[src/rtl/readback_pkg.sv]
// Shared definitions for the COBI chain sequencers: address field layout,
// sequencer state encodings and the chip-index width derivation.
`ifndef READBACK_MAX2
`define READBACK_MAX2
`define MAX2(a, b) (((a) > (b)) ? (a) : (b))
`endif

package readback_pkg;

  localparam int COL_LSB  = 0;
  localparam int ROW_LSB  = 6;
  localparam int CHIP_LSB = 12;
  localparam int FIELD_W  = 6;
  localparam int CELL_W   = 12;

  localparam logic [1:0] S_IDLE  = 2'd0;
  localparam logic [1:0] S_RD_EN = 2'd1;
  localparam logic [1:0] S_OUT   = 2'd2;
  localparam logic [1:0] S_INC   = 2'd3;

  function automatic int chip_addr_w(input int num_chips);
    return `MAX2($clog2(num_chips), 1);
  endfunction

endpackage

[src/rtl/readback_if.sv]
// Read-back word stream: one sampled cell word tagged with its {chip,row,col}.
interface readback_if #(
  parameter int DATA_WIDTH = 4,
  parameter int ADDR_WIDTH = 13
);
  logic                  out_valid;
  logic                  out_ready;
  logic [DATA_WIDTH-1:0] out_data;
  logic [ADDR_WIDTH-1:0] out_addr;
  logic                  out_last;

  modport master (output out_valid, out_data, out_addr, out_last, input out_ready);
  modport slave  (input out_valid, out_data, out_addr, out_last, output out_ready);
endinterface

[src/rtl/readback_addr_counter.sv]
// Chain address walker shared by the programming and read-back sequencers:
// {chip,row,col} register, split-field view, last-cell detect, one-hot enable.
module cobi_chain_addr_counter
  import readback_pkg::*;
#(
  parameter int NUM_CHIPS = 1,
  parameter int CAW       = chip_addr_w(NUM_CHIPS)
) (
  input  logic                  clk,
  input  logic                  rst_n,
  input  logic                  clr_i,
  input  logic                  inc_i,
  input  logic                  gate_i,
  output logic [CELL_W+CAW-1:0] addr_o,
  output logic                  last_o,
  output logic [FIELD_W-1:0]    row_o,
  output logic [FIELD_W-1:0]    col_o,
  output logic [CAW-1:0]        chip_o,
  output logic [NUM_CHIPS-1:0]  en_o
);
  localparam int AW = CELL_W + CAW;

  logic [AW-1:0] addr_q, addr_d;

  always_comb begin
    addr_d = addr_q;
    if (clr_i)      addr_d = '0;
    else if (inc_i) addr_d = addr_q + AW'(1);
  end

  always_ff @(posedge clk or negedge rst_n) begin
    if (!rst_n) addr_q <= '0;
    else        addr_q <= addr_d;
  end

  assign addr_o = addr_q;
  assign col_o  = addr_q[COL_LSB  +: FIELD_W];
  assign row_o  = addr_q[ROW_LSB  +: FIELD_W];
  assign chip_o = addr_q[CHIP_LSB +: CAW];
  assign last_o = (addr_q[CELL_W-1:0] == '1) && (chip_o == CAW'(NUM_CHIPS - 1));

  // Gate shifted to the addressed chip; a chip index past the chain end enables nothing.
  for (genvar c = 0; c < NUM_CHIPS; c++) begin : g_en
    assign en_o[c] = gate_i && (chip_o == CAW'(c));
  end

endmodule

[src/rtl/readback.sv]
// COBI weight-array read-back sequencer: scans every cell of the chain, pulses
// its read enable for a settle window, samples the data and streams it out.
module readback
  import readback_pkg::*;
#(
  parameter  int NUM_CHIPS_PER_CHAIN = 1,
  parameter  int DATA_WIDTH          = 4,
  parameter  int SETTLE_CLOCKS       = 4,
  localparam int CHIP_ADDR_WIDTH     = chip_addr_w(NUM_CHIPS_PER_CHAIN)
) (
  input  logic                           clk,
  input  logic                           rst_n,
  input  logic                           start,
  output logic                           ready,
  output logic [5:0]                     row_addr,
  output logic [5:0]                     col_addr,
  output logic [CHIP_ADDR_WIDTH-1:0]     chip_in_chain_addr,
  output logic [NUM_CHIPS_PER_CHAIN-1:0] rd_en,
  input  logic [DATA_WIDTH-1:0]          rd_data,
  readback_if.master                     out_if
);
  localparam int AW    = CELL_W + CHIP_ADDR_WIDTH;
  localparam int CNT_W = `MAX2($clog2(SETTLE_CLOCKS + 1), 1);

  logic [1:0]            state_q, state_d;
  logic [CNT_W-1:0]      cnt_q, cnt_d;
  logic                  rd_gate_q, rd_gate_d;
  logic                  ready_q, ready_d;
  logic                  valid_q, valid_d;
  logic                  last_q, last_d;
  logic [DATA_WIDTH-1:0] data_q, data_d;
  logic [AW-1:0]         oaddr_q, oaddr_d;

  logic          addr_clr, addr_inc, cell_last;
  logic [AW-1:0] addr;

  cobi_chain_addr_counter #(
    .NUM_CHIPS (NUM_CHIPS_PER_CHAIN),
    .CAW       (CHIP_ADDR_WIDTH)
  ) u_addr (
    .clk    (clk),
    .rst_n  (rst_n),
    .clr_i  (addr_clr),
    .inc_i  (addr_inc),
    .gate_i (rd_gate_q),
    .addr_o (addr),
    .last_o (cell_last),
    .row_o  (row_addr),
    .col_o  (col_addr),
    .chip_o (chip_in_chain_addr),
    .en_o   (rd_en)
  );

  always_comb begin
    state_d   = state_q;
    cnt_d     = cnt_q;
    rd_gate_d = rd_gate_q;
    ready_d   = ready_q;
    valid_d   = valid_q;
    last_d    = last_q;
    data_d    = data_q;
    oaddr_d   = oaddr_q;
    addr_clr  = 1'b0;
    addr_inc  = 1'b0;
    // A new start abandons whatever the scan was doing, including a pending word.
    if (start) begin
      ready_d   = 1'b0;
      addr_clr  = 1'b1;
      cnt_d     = '0;
      rd_gate_d = 1'b0;
      valid_d   = 1'b0;
      last_d    = 1'b0;
      state_d   = S_RD_EN;
    end else begin
      case (state_q)
        S_RD_EN: begin
          rd_gate_d = 1'b1;
          cnt_d     = cnt_q + CNT_W'(1);
          if (cnt_q == CNT_W'(SETTLE_CLOCKS)) begin
            data_d    = rd_data;
            oaddr_d   = addr;
            valid_d   = 1'b1;
            last_d    = cell_last;
            rd_gate_d = 1'b0;
            state_d   = S_OUT;
          end
        end
        S_OUT: begin
          if (valid_q && out_if.out_ready) begin
            valid_d = 1'b0;
            last_d  = 1'b0;
            state_d = S_INC;
          end
        end
        S_INC: begin
          // Address only moves here, well clear of the falling read enable.
          addr_inc = 1'b1;
          if (cell_last) begin
            ready_d = 1'b1;
            state_d = S_IDLE;
          end else begin
            cnt_d   = '0;
            state_d = S_RD_EN;
          end
        end
        default: ;
      endcase
    end
  end

  always_ff @(posedge clk or negedge rst_n) begin
    if (!rst_n) begin
      state_q   <= S_IDLE;
      cnt_q     <= '0;
      rd_gate_q <= 1'b0;
      ready_q   <= 1'b1;
      valid_q   <= 1'b0;
      last_q    <= 1'b0;
      data_q    <= '0;
      oaddr_q   <= '0;
    end else begin
      state_q   <= state_d;
      cnt_q     <= cnt_d;
      rd_gate_q <= rd_gate_d;
      ready_q   <= ready_d;
      valid_q   <= valid_d;
      last_q    <= last_d;
      data_q    <= data_d;
      oaddr_q   <= oaddr_d;
    end
  end

  assign ready            = ready_q;
  assign out_if.out_valid = valid_q;
  assign out_if.out_last  = last_q;
  assign out_if.out_data  = data_q;
  assign out_if.out_addr  = oaddr_q;

endmodule

[src/flat_wrapper.sv]
// flat-port wrapper written by rule: the top's interface ports become plain ports
module readback_flat import readback_pkg::*;
#(
  parameter  int NUM_CHIPS_PER_CHAIN = 1,
  parameter  int DATA_WIDTH          = 4,
  parameter  int SETTLE_CLOCKS       = 4,
  localparam int CHIP_ADDR_WIDTH     = chip_addr_w(NUM_CHIPS_PER_CHAIN)
)
  (clk, rst_n, start, ready, row_addr, col_addr, chip_in_chain_addr, rd_en, rd_data, out_if_out_valid, out_if_out_data, out_if_out_addr, out_if_out_last, out_if_out_ready);
  readback_if #(.DATA_WIDTH(DATA_WIDTH), .ADDR_WIDTH((12 + (chip_addr_w((1)))))) out_if_i ();
  input  logic clk;
  input  logic rst_n;
  input  logic start;
  output logic ready;
  output logic [5:0] row_addr;
  output logic [5:0] col_addr;
  output logic [CHIP_ADDR_WIDTH-1:0] chip_in_chain_addr;
  output logic [NUM_CHIPS_PER_CHAIN-1:0] rd_en;
  input  logic [DATA_WIDTH-1:0] rd_data;
  output wire logic [$bits(out_if_i.out_valid)-1:0] out_if_out_valid;
  output wire logic [$bits(out_if_i.out_data)-1:0] out_if_out_data;
  output wire logic [$bits(out_if_i.out_addr)-1:0] out_if_out_addr;
  output wire logic [$bits(out_if_i.out_last)-1:0] out_if_out_last;
  input wire logic [$bits(out_if_i.out_ready)-1:0] out_if_out_ready;
  assign out_if_out_valid = out_if_i.out_valid;
  assign out_if_out_data = out_if_i.out_data;
  assign out_if_out_addr = out_if_i.out_addr;
  assign out_if_out_last = out_if_i.out_last;
  assign out_if_i.out_ready = out_if_out_ready;
  readback #(.NUM_CHIPS_PER_CHAIN(NUM_CHIPS_PER_CHAIN), .DATA_WIDTH(DATA_WIDTH), .SETTLE_CLOCKS(SETTLE_CLOCKS)) u_core (.clk(clk), .rst_n(rst_n), .start(start), .ready(ready), .row_addr(row_addr), .col_addr(col_addr), .chip_in_chain_addr(chip_in_chain_addr), .rd_en(rd_en), .rd_data(rd_data), .out_if(out_if_i));
endmodule
[config.mk]
export PLATFORM = sky130hd
export DESIGN_NAME = readback_flat
export DESIGN_NICKNAME = d
export VERILOG_FILES = /design/src/rtl/readback_pkg.sv /design/src/rtl/readback_if.sv /design/src/rtl/readback_addr_counter.sv /design/src/rtl/readback.sv /design/src/flat_wrapper.sv
export SDC_FILE = /design/constraint.sdc
export NUM_CORES = 1
export LEC_CHECK = 0
export CAP_MARGIN = 5
export CORE_MARGIN = 4
export CORE_UTILIZATION = 53
export DETAILED_ROUTE_END_ITERATION = 12
export PLACE_DENSITY = 0.84
export RECOVER_POWER = 25
export SYNTH_ARGS = -nofsm -noshare
export SYNTH_HDL_FRONTEND = slang
export SYNTH_SLANG_ARGS = --single-unit
[constraint.sdc]
create_clock -name clk -period 2.75 [get_ports clk]
set_input_delay 0.275 -clock clk [delete_from_list [all_inputs] [get_ports clk]]
set_output_delay 0.275 -clock clk [all_outputs]
set_load 0.05 [all_outputs]
==> run summary, run 1 <==
Peak Freq = 472.9 MHz
Crit path buffers/inverters = 2
CTS tree = done
IO Port Bufs = 41
cts bufs inserted = 5
GP Congestion = 0.8550
num ports = 42
M1 GR Usage = 24.94%
largest net degree at the start of global routing = 40
Final Power = 1.214 mW
root buffer cell = clkbuf_4
Gate Count Post-Synth = 156
setup TNS = 0 ps
Slowest-stage cell, CP = nor2_2
CTS resizes = 0
most common cell in the netlist = dfrtp_1
ant diodes = 0
Fin Hold WS = 478.7 ps
Synth top area share = 52.38%
Avg WL per Cell = 15.85 um
crit path DAT = 2340 ps
post-CTS setup buffer count = 0
Main synth FF type = dfrtp_1
Final Critical Period = 2115 ps
Post-Place Cell Area = 2231 sq um
maximum VDD drop = 0.5251 mV
number of global-route vias before repair = 1385
clock buffer depth = 2
Die Area = 4426 sq um
met2 Use GR = 32.22%
number of synthesized flops with an enable pin = 0
Post-layout nets = 210
# hold bufs at CTS = 0
synthesized cell area = 1815 sq um
CP peak stage delay = 440 ps
syn_nets = 167
post-synthesis mux area share = 11.78%
H-tree Lvls = 2
Core Area = 3153 sq um
type of origin of the critical path = flip-flop
crit path kind = reg2reg
Hold Path Class = in2async
dpl ws = 670.8 ps
fraction of the mapped netlist area in compound gates = 10.68%
Worst EP required = 2970 ps
detailed-route wire length = 3867 um
met3 capacity usage during global routing = 5.396%
final-report setup violation count = 0
Max transition margin = -33.00%
Synth top cells by count = dfrtp_1 (38), mux2_2 (19), a21oi_1 (13), inv_1 (9)
final hold vios = 0
Final ANT Viol Nets = 0
layout cells sized above 1 = 18.00%
gr busiest metal = met2
first-pass GRT wire length = 6610 um
unrepaired setup endpoints after global routing = no
Post-DP HPWL = 2750 um
Layout fillers = 251
Worst-path clk slew = 120 ps
R2R Setup Slk = 640 ps
status = complete, but fails checks
Avg Cell Area, Syn = 11.64 sq um
register area share after synthesis = 53.82%
Largest delay share family, worst path = simple AND/OR/NAND/NOR gates
die width = 66.53 um
synth top area cells = dfrtp_1 (52%), mux2_2 (12%), a21oi_1 (3.6%)
Synth Area in Adders = 2.068%
kind of end point of the critical path = flip-flop
routed via count = 1364
asr flop ratio synth = 100.0%
row count = 20
placed cell count = 236
Max-cap violations = 1
fin util = 72.90%
worst skew pair latency = 340 ps
critical-path cell list = inv_1 -> ha_1 -> nand4b_1 -> nor2_2 -> buf_4 -> mux2_2
Synth warnings = 0
Pwr per Cell Area = 528.3 nW/um^2
1st-iter DRT viols = 99
Pre-antenna DRT Iters = 4
distinct cell type count after synthesis = 38
Worst Path Max Fanout = 10
PnR worst setup slack = 635.4 ps
non-filler cells, final = 244
Starting Density = 57.58%
failing checks = max-capacitance violations, max-slew violations
Final period util = 76.90%
synthesis-to-finish area growth = 26.60%
post-DR vias/cell = 5.590
sink count of the clock tree = 39
clk_skew = 11.14 ps
simple-gate area share of the yosys netlist = 15.51%
Max Slew Vio Count = 40
XOR/XNOR Fraction of Synth Area = 0.9649%
Worst-Margin Slew = 1995 ps
Synth area leader = dfrtp_1
leakage = 0.9782 nW
remaining global-route overflow = 0
Yosys reg bits = 39
drt drc = 0
Global Route Usage Sum = 19.84%
design area = 2298 sq um
die height = 66.53 um
combinational family with the most area after synthesis = simple AND/OR/NAND/NOR gates
antenna violations before repair = 0
-- cells in the final DEF, fill, tap and decap left out, drive strengths merged --
cell           Yosys  layout
a211oi             1       1
nor3b              1       1
xnor2              1       1
o21ai              6       6
dfstp              1       1
buf                5       2
xor2               1       1
a22o               1       1
clkdlybuf4s50      0      40
o31ai              4       4
nor2               8       8
a311oi             1       1
a31o               1       1
a221oi             1       1
mux2              19      19
a2bb2o             1       1
or4                5       5
nand3              6       6
inv                9       9
nand4b             2       2
nor2b              4       4
a21oi             13      13
o22ai              1       1
nand4              3       3
dfrtp             38      38
and2b              1       1
or3                4       4
nand2              7       7
clkbuf             2       9
ha                 3       3
nor4               3       3
a41o               1       1
nand2b             2       2
-- layout make-up --
class / instances / area [sq um] / area share [%]
Multi-Input combinational cell: 101 / 744.5 / 32.39
Tap cell: 44 / 55.05 / 2.395
Timing Repair Buffer: 43 / 419.2 / 18.24
Sequential cell: 39 / 977.2 / 42.52
Clock buffer: 8 / 68.82 / 2.994
Inverter: 9 / 33.78 / 1.470
-- where the power goes --
part	switching [mW]	internal, mW
sequential	0.0219	0.608
combinational	0.164	0.0942
clock	0.176	0.151
total	0.361	0.853
-- worst paths after layout --
| kind | start | to | cells past startpoint |
|---|---|---|---|
| max in group asynchronous | rst_n | u_core.out_if.out_addr[2]$_DFFE_PN0P_ | 1 |
| worst min-delay path | rst_n | u_core.cnt_q[2]$_DFFE_PN0P_ | 1 |
| worst max-delay path | u_core.cnt_q[0]$_DFFE_PN0P_ | u_core.out_if.out_addr[1]$_DFFE_PN0P_ | 6 |
| worst max register to register | u_core.cnt_q[0]$_DFFE_PN0P_ | u_core.out_if.out_addr[1]$_DFFE_PN0P_ | 6 |
| worst min register to register | u_core.out_if.out_addr[11]$_DFFE_PN0P_ | u_core.out_if.out_addr[11]$_DFFE_PN0P_ | 1 |
| min in group clk | u_core.out_if.out_addr[11]$_DFFE_PN0P_ | u_core.out_if.out_addr[11]$_DFFE_PN0P_ | 1 |
-- cells by family (layout without fill, tap and decap cells) --
logic type	Yosys count	after routing
flip-flops	39	39
AND/OR/NAND/NOR	46	46
buffers and inverters	16	60
adder cells (fa/ha/maj)	3	3
multiplexers	19	19
XOR/XNOR	2	2
AO/OA/AOI/OAI	31	31
-- sequential cells by signal (all words and copies together), names as in the netlist --
name and count:
u_core.out_if.out_addr 13, u_core.u_addr.addr_o 13, u_core.cnt_q 3, u_core.ready 1, u_core.out_if.out_valid 1, u_core.out_if.out_data 4
u_core.state_q 2, u_core.rd_gate_q 1, u_core.out_if.out_last 1
-- routing by layer --
layer  wire length (um)  vias to the layer above
met5                  0                        -
met4                 51                        0
met3                189                        5
met2               1906                       38
met1               1720                      670
li1                   -                      651
Power figures use the tool's default switching activity.
==> run 2, diff against run 1 <==
--- a/config.mk
+++ b/config.mk
@@ -7,9 +7,9 @@
 export LEC_CHECK = 0
 export CAP_MARGIN = 5
 export CORE_MARGIN = 4
-export CORE_UTILIZATION = 53
+export CORE_UTILIZATION = 49
 export DETAILED_ROUTE_END_ITERATION = 12
-export PLACE_DENSITY = 0.84
+export PLACE_DENSITY = 0.78
 export RECOVER_POWER = 25
 export SYNTH_ARGS = -nofsm -noshare
 export SYNTH_HDL_FRONTEND = slang
==> constraint.sdc (replaced) <==
create_clock -name clk -period 2.1 [get_ports clk]
set_input_delay 0.21 -clock clk [delete_from_list [all_inputs] [get_ports clk]]
set_output_delay 0.21 -clock clk [all_outputs]
set_load 0.05 [all_outputs]
==> run summary, run 2 (synthesized netlist as in run 1, its figures left out) <==
status = complete, no violations
clock buffer depth = 2 (unchanged)
Final period util = 88.70%
ant diodes = 0 (unchanged)
Max transition margin = 43.82% (+77 points)
cts bufs inserted = 5 (unchanged)
remaining global-route overflow = 0 (unchanged)
Peak Freq = 536.9 MHz
Global Route Usage Sum = 19.01% (-0.83 points)
die height = 68.87 um (+3.5%)
Clk pwr share = 30.1% (+3.2 points)
kind of end point of the critical path = primary output
internal power = 1.179 mW (+38%)
Worst-path clk slew = 70 ps (-50 ps)
Max-cap violations = 0 (-1)
Max Slew Vio Count = 0 (-100%)
Final Critical Period = 1863 ps
Post-DP HPWL = 2719 um (-1.1%)
crit path kind = reg2out
Layout fillers = 277 (+10%)
register area = 977.2 sq um (unchanged)
largest net degree at the start of global routing = 40 (unchanged)
1st-iter DRT viols = 63 (-36%)
die width = 68.87 um (+3.5%)
synthesis-to-finish area growth = 28.67%
routed via count = 1409 (+3.3%)
post-CTS setup buffer count = 0 (unchanged)
sink count of the clock tree = 39 (unchanged)
detailed-route wire length = 3838 um (-0.75%)
Final Power = 1.669 mW (+37%)
row count = 21 (+5.0%)
Avg WL per Cell = 15.54 um (-2.0%)
Hold Path Class = in2async
Worst-Margin Slew = 842.7 ps (-1152 ps)
antenna violations before repair = 0 (unchanged)
final hold vios = 0 (unchanged)
commonest cells after routing, fill and taps aside = clkdlybuf4s50_1 (40), dfrtp_1 (38), mux2_2 (19)
switching share of total power = 29.34% (-0.42 points)
IO Port Bufs = 41 (unchanged)
Sw Pwr = 0.4895 mW (+35%)
first-pass GRT wire length = 6506 um (-1.6%)
Post-Place Cell Area = 2248 sq um (+0.79%)
# hold bufs at CTS = 0 (unchanged)
drt drc = 0 (unchanged)
worst skew pair latency = 290 ps (-50 ps)
num ports = 42 (unchanged)
GP Congestion = 0.8095 (-5.3%)
layout cells sized above 1 = 19.40% (+1.4 points)
final-report setup violation count = 0 (unchanged)
leakage = 0.9990 nW (+2.1%)
number of global-route vias before repair = 1389 (+0.29%)
Worst EP required = 1890 ps (-1080 ps)
Pwr per Cell Area = 714.3 nW/um^2 (+35%)
Comb pwr share = 20.4% (-0.9 points)
Fin Hold WS = 17.17 ps (-461.5 ps)
H-tree Lvls = 2 (unchanged)
crit path DAT = 1650 ps (-690 ps)
design area = 2336 sq um (+1.6%)
unrepaired setup endpoints after global routing = no
Pre-antenna DRT Iters = 4 (unchanged)
post-DR vias/cell = 5.704 (+2.0%)
Reg power frac = 49.5% (-2.4 points)
Post-layout nets = 212 (+0.95%)
Worst Path Max Fanout = 6 (-4)
clk_skew = 3.957 ps (-7.179 ps)
Core Area = 3468 sq um (+10%)
CTS tree = done
root buffer cell = clkbuf_8
Final ANT Viol Nets = 0 (unchanged)
Starting Density = 52.34% (-5.2 points)
CTS resizes = 0 (unchanged)
maximum VDD drop = 0.6597 mV (+26%)
area occupied by multi-input gates = 744.5 sq um (unchanged)
Die Area = 4743 sq um (+7.2%)
setup TNS = 0 ps (unchanged)
type of origin of the critical path = flip-flop
most common cell after layout, fill and taps aside = clkdlybuf4s50_1
run 2: cell types whose count changed in the layout (fill, tap and decap cells not counted), sizes merged:
cell / delta
buf: +3
clkbuf: -3
clkinv: +1
run 2: path summary, 6_finish.rpt:
path	from	to	slack, ps	depth (start not counted)
max in group asynchronous	rst_n	u_core.out_if.out_addr[8]$_DFFE_PN0P_	1550	1
min in group clk	u_core.out_if.out_addr[9]$_DFFE_PN0P_	u_core.out_if.out_addr[9]$_DFFE_PN0P_	510	1
worst max register to register	u_core.u_addr.addr_o[2]$_DFFE_PN0P_	u_core.u_addr.addr_o[10]$_DFFE_PN0P_	320	3
worst min register to register	u_core.out_if.out_addr[9]$_DFFE_PN0P_	u_core.out_if.out_addr[9]$_DFFE_PN0P_	510	1
worst min-delay path	rst_n	u_core.out_if.out_addr[12]$_DFFE_PN0P_	20	1
worst max-delay path	u_core.u_addr.addr_o[12]$_DFFE_PN0P_	rd_en	240	2
run 2: through the flow:
| stage | instances | utilization, % | setup WS, ps |
|---|---|---|---|
| CTS | 247 | 67.35 | 220.4 |
| finish | 247 | 67.35 | 237.3 |
| global route | 247 | 67.35 | 154.9 |
| floorplan | 156 | - | 195.6 |
| global placement | 240 | 64.83 | 422.2 |
| detailed placement | 240 | 64.83 | 343.3 |
run 2: routing by layer:
layer | routed length (um) | vias to the layer above | GRT usage, %
li1 | - | 653 | -
met1 | 1678 | 695 | 23.43
met2 | 1725 | 48 | 28.33
met3 | 312 | 13 | 8.752
met4 | 121 | 0 | 8.759
met5 | 0 | - | 0
run 2: worst max-delay path: stages (launching register included):
cell and delay (ps):
dfrtp_1 430, nor2b_1 120, clkdlybuf4s50_1 800
run 2: final cells by class:
type / count / area share (%)
Timing Repair Buffer: 45 / 18.64
Tap cell: 46 / 2.464
Multi-Input combinational cell: 101 / 31.87
Clock buffer: 6 / 3.535
Sequential cell: 39 / 41.83
Inverter: 9 / 1.446
Clock inverter: 1 / 0.2142
run 2: power by group through the flow:
stage / combinational (mW) / sequential, mW / clock [mW]
5_1_grt: 0.362 / 0.831 / 0.554
6_report: 0.341 / 0.825 / 0.502
4_1_cts: 0.344 / 0.825 / 0.521
3_3_place_gp: 0.338 / 0.836 / 0
3_5_place_dp: 0.342 / 0.839 / 0
2_1_floorplan: 0.0845 / 0.972 / 0
==> run 3, diff against run 2 <==
--- a/config.mk
+++ b/config.mk
@@ -7,9 +7,10 @@
 export LEC_CHECK = 0
 export CAP_MARGIN = 5
 export CORE_MARGIN = 4
-export CORE_UTILIZATION = 49
+export CORE_UTILIZATION = 65
 export DETAILED_ROUTE_END_ITERATION = 12
-export PLACE_DENSITY = 0.78
+export DONT_BUFFER_PORTS = 1
+export PLACE_DENSITY = 0.81
 export RECOVER_POWER = 25
 export SYNTH_ARGS = -nofsm -noshare
 export SYNTH_HDL_FRONTEND = slang
==> constraint.sdc (replaced) <==
create_clock -name clk -period 2.15 [get_ports clk]
set_input_delay 0.215 -clock clk [delete_from_list [all_inputs] [get_ports clk]]
set_output_delay 0.215 -clock clk [all_outputs]
set_load 0.05 [all_outputs]
==> run summary, run 3 (synthesized netlist as in run 1, its figures left out) <==
setup TNS = 0 ps (unchanged)
drt drc = 0 (unchanged)
commonest cells after routing, fill and taps aside = dfrtp_1 (38), mux2_2 (19), buf_4 (16)
Hold Path Class = in2reg
synthesis-to-finish area growth = 12.96%
post-DR vias/cell = 6.210 (+8.9%)
IO Port Bufs = 0 (-100%)
die height = 60.85 um (-12%)
status = complete, no violations
leakage = 0.9394 nW (-6.0%)
worst skew pair latency = 350 ps (+60 ps)
Worst-path clk slew = 110 ps (+40 ps)
kind of end point of the critical path = flip-flop
layout cells sized above 1 = 28.89% (+9.5 points)
final hold vios = 0 (unchanged)
root buffer cell = clkbuf_4
routed via count = 1304 (-7.5%)
most common cell after layout, fill and taps aside = dfrtp_1
ant diodes = 0 (unchanged)
Post-Place Cell Area = 1913 sq um (-15%)
Final ANT Viol Nets = 0 (unchanged)
Worst-Margin Slew = 916.7 ps (+74.01 ps)
Pwr per Cell Area = 719.9 nW/um^2 (+0.78%)
1st-iter DRT viols = 55 (-13%)
Worst EP required = 2390 ps (+500 ps)
Starting Density = 70.71% (+18 points)
GP Congestion = 0.8321 (+2.8%)
crit path kind = reg2reg
clk_skew = 7.041 ps (+3.084 ps)
Die Area = 3703 sq um (-22%)
design area = 2051 sq um (-12%)
die width = 60.85 um (-12%)
crit path DAT = 2090 ps (+440 ps)
Final Critical Period = 1851 ps
num ports = 42 (unchanged)
largest net degree at the start of global routing = 40 (unchanged)
row count = 18 (-14%)
type of origin of the critical path = flip-flop
critical-path cell list = nand4_1 -> nor4_1 -> mux2_2
Post-layout nets = 190 (-10%)
detailed-route wire length = 3730 um (-2.8%)
Max Slew Vio Count = 0 (unchanged)
Max transition margin = 38.89% (-4.9 points)
sink count of the clock tree = 39 (unchanged)
maximum VDD drop = 0.8008 mV (+21%)
remaining global-route overflow = 0 (unchanged)
unrepaired setup endpoints after global routing = no
cts bufs inserted = 5 (unchanged)
CP peak stage delay = 580 ps (-220 ps)
number of global-route vias before repair = 1301 (-6.3%)
first-pass GRT wire length = 6120 um (-5.9%)
antenna violations before repair = 0 (unchanged)
Peak Freq = 540.3 MHz
Worst Path Max Fanout = 11 (+5)
Pre-antenna DRT Iters = 4 (unchanged)
Core Area = 2567 sq um (-26%)
CTS tree = done
Final period util = 86.09%
Slowest-stage cell, CP = dfrtp_1
clock buffer depth = 2 (unchanged)
Global Route Usage Sum = 23.35% (+4.3 points)
Layout fillers = 156 (-44%)
Post-DP HPWL = 2433 um (-11%)
H-tree Lvls = 2 (unchanged)
Avg WL per Cell = 17.76 um (+14%)
Max-cap violations = 0 (unchanged)
final-report setup violation count = 0 (unchanged)
[run 3: cell count changes in the layout (fill, tap and decap cells not counted), sizes merged]
cell           delta
buf              +11
clkbuf            +2
clkdlybuf4s50    -40
clkinv            -1
clkinvlp          +1
dlygate4sd3       +6
[run 3: path summary, 6_finish.rpt]
path	startpoint	to	slack, ps	depth (start not counted)
min reg2reg	u_core.cnt_q[0]$_DFFE_PN0P_	u_core.cnt_q[0]$_DFFE_PN0P_	550	1
min	start	u_core.cnt_q[2]$_DFFE_PN0P_	50	2
min in group asynchronous	rst_n	u_core.out_if.out_addr[12]$_DFFE_PN0P_	550	2
max	u_core.state_q[1]$_DFFE_PN0P_	u_core.u_addr.addr_o[11]$_DFFE_PN0P_	300	3
max in group asynchronous	rst_n	u_core.out_if.out_addr[5]$_DFFE_PN0P_	1040	2
max reg2reg	u_core.state_q[1]$_DFFE_PN0P_	u_core.u_addr.addr_o[11]$_DFFE_PN0P_	300	3
[run 3: final cells by class]
cell class                 instances  area [sq um]  area share (%)
clock buffer                       7         65.06           3.173
clock inverter                     1         7.507          0.3661
inverter                           9         33.78           1.647
multi-input combinational        101         744.5           36.30
sequential                        39         977.2           47.65
tap                               30         37.54           1.830
timing repair buffer              23         185.2           9.030
[run 3: power breakdown]
| group | total [mW] | internal, mW | switching (mW) |
|---|---|---|---|
| Clock | 0.422 | 0.191 | 0.231 |
| Sequential | 0.944 | 0.776 | 0.168 |
| Combinational | 0.110 | 0.0554 | 0.0549 |
[run 3: repair_timing]
action	4_1_cts	5_1_grt
setup buffers	0	0
resized for setup	0	0
hold buffers	4	3
hold endpoints to repair	57	3
[run 3: per-stage QoR]
stage | setup WS [ps] | utilization [%] | power (mW) | cells | hold slack (ps)
after floorplan | 245.6 | - | 1.031 | 156 | -80.59
after global placement | 480.6 | 74.51 | 1.036 | 195 | -79.59
after detailed placement | 414.9 | 74.51 | 1.042 | 195 | -79.64
after CTS | 342.7 | 79.29 | 1.490 | 207 | 1.715
after global routing | 237.3 | 79.87 | 1.544 | 210 | 24.47
final | 299.1 | 79.87 | 1.476 | 210 | 48.26
[run 3: worst max-delay path: cells and delay by family, from the launching register on]
kind,cells,cell delay (ps)
flops,1,580
mux,1,390
simple gates,2,770
[run 3: layer usage]
layer	GRT usage, %	wire [um]	vias up	part of all wire [%]
li1	-	-	613	-
met1	27.01	1442	628	39
met2	38.47	1898	54	51
met3	9.149	321	9	8.6
met4	10.22	68	0	1.8
met5	0	0	-	0
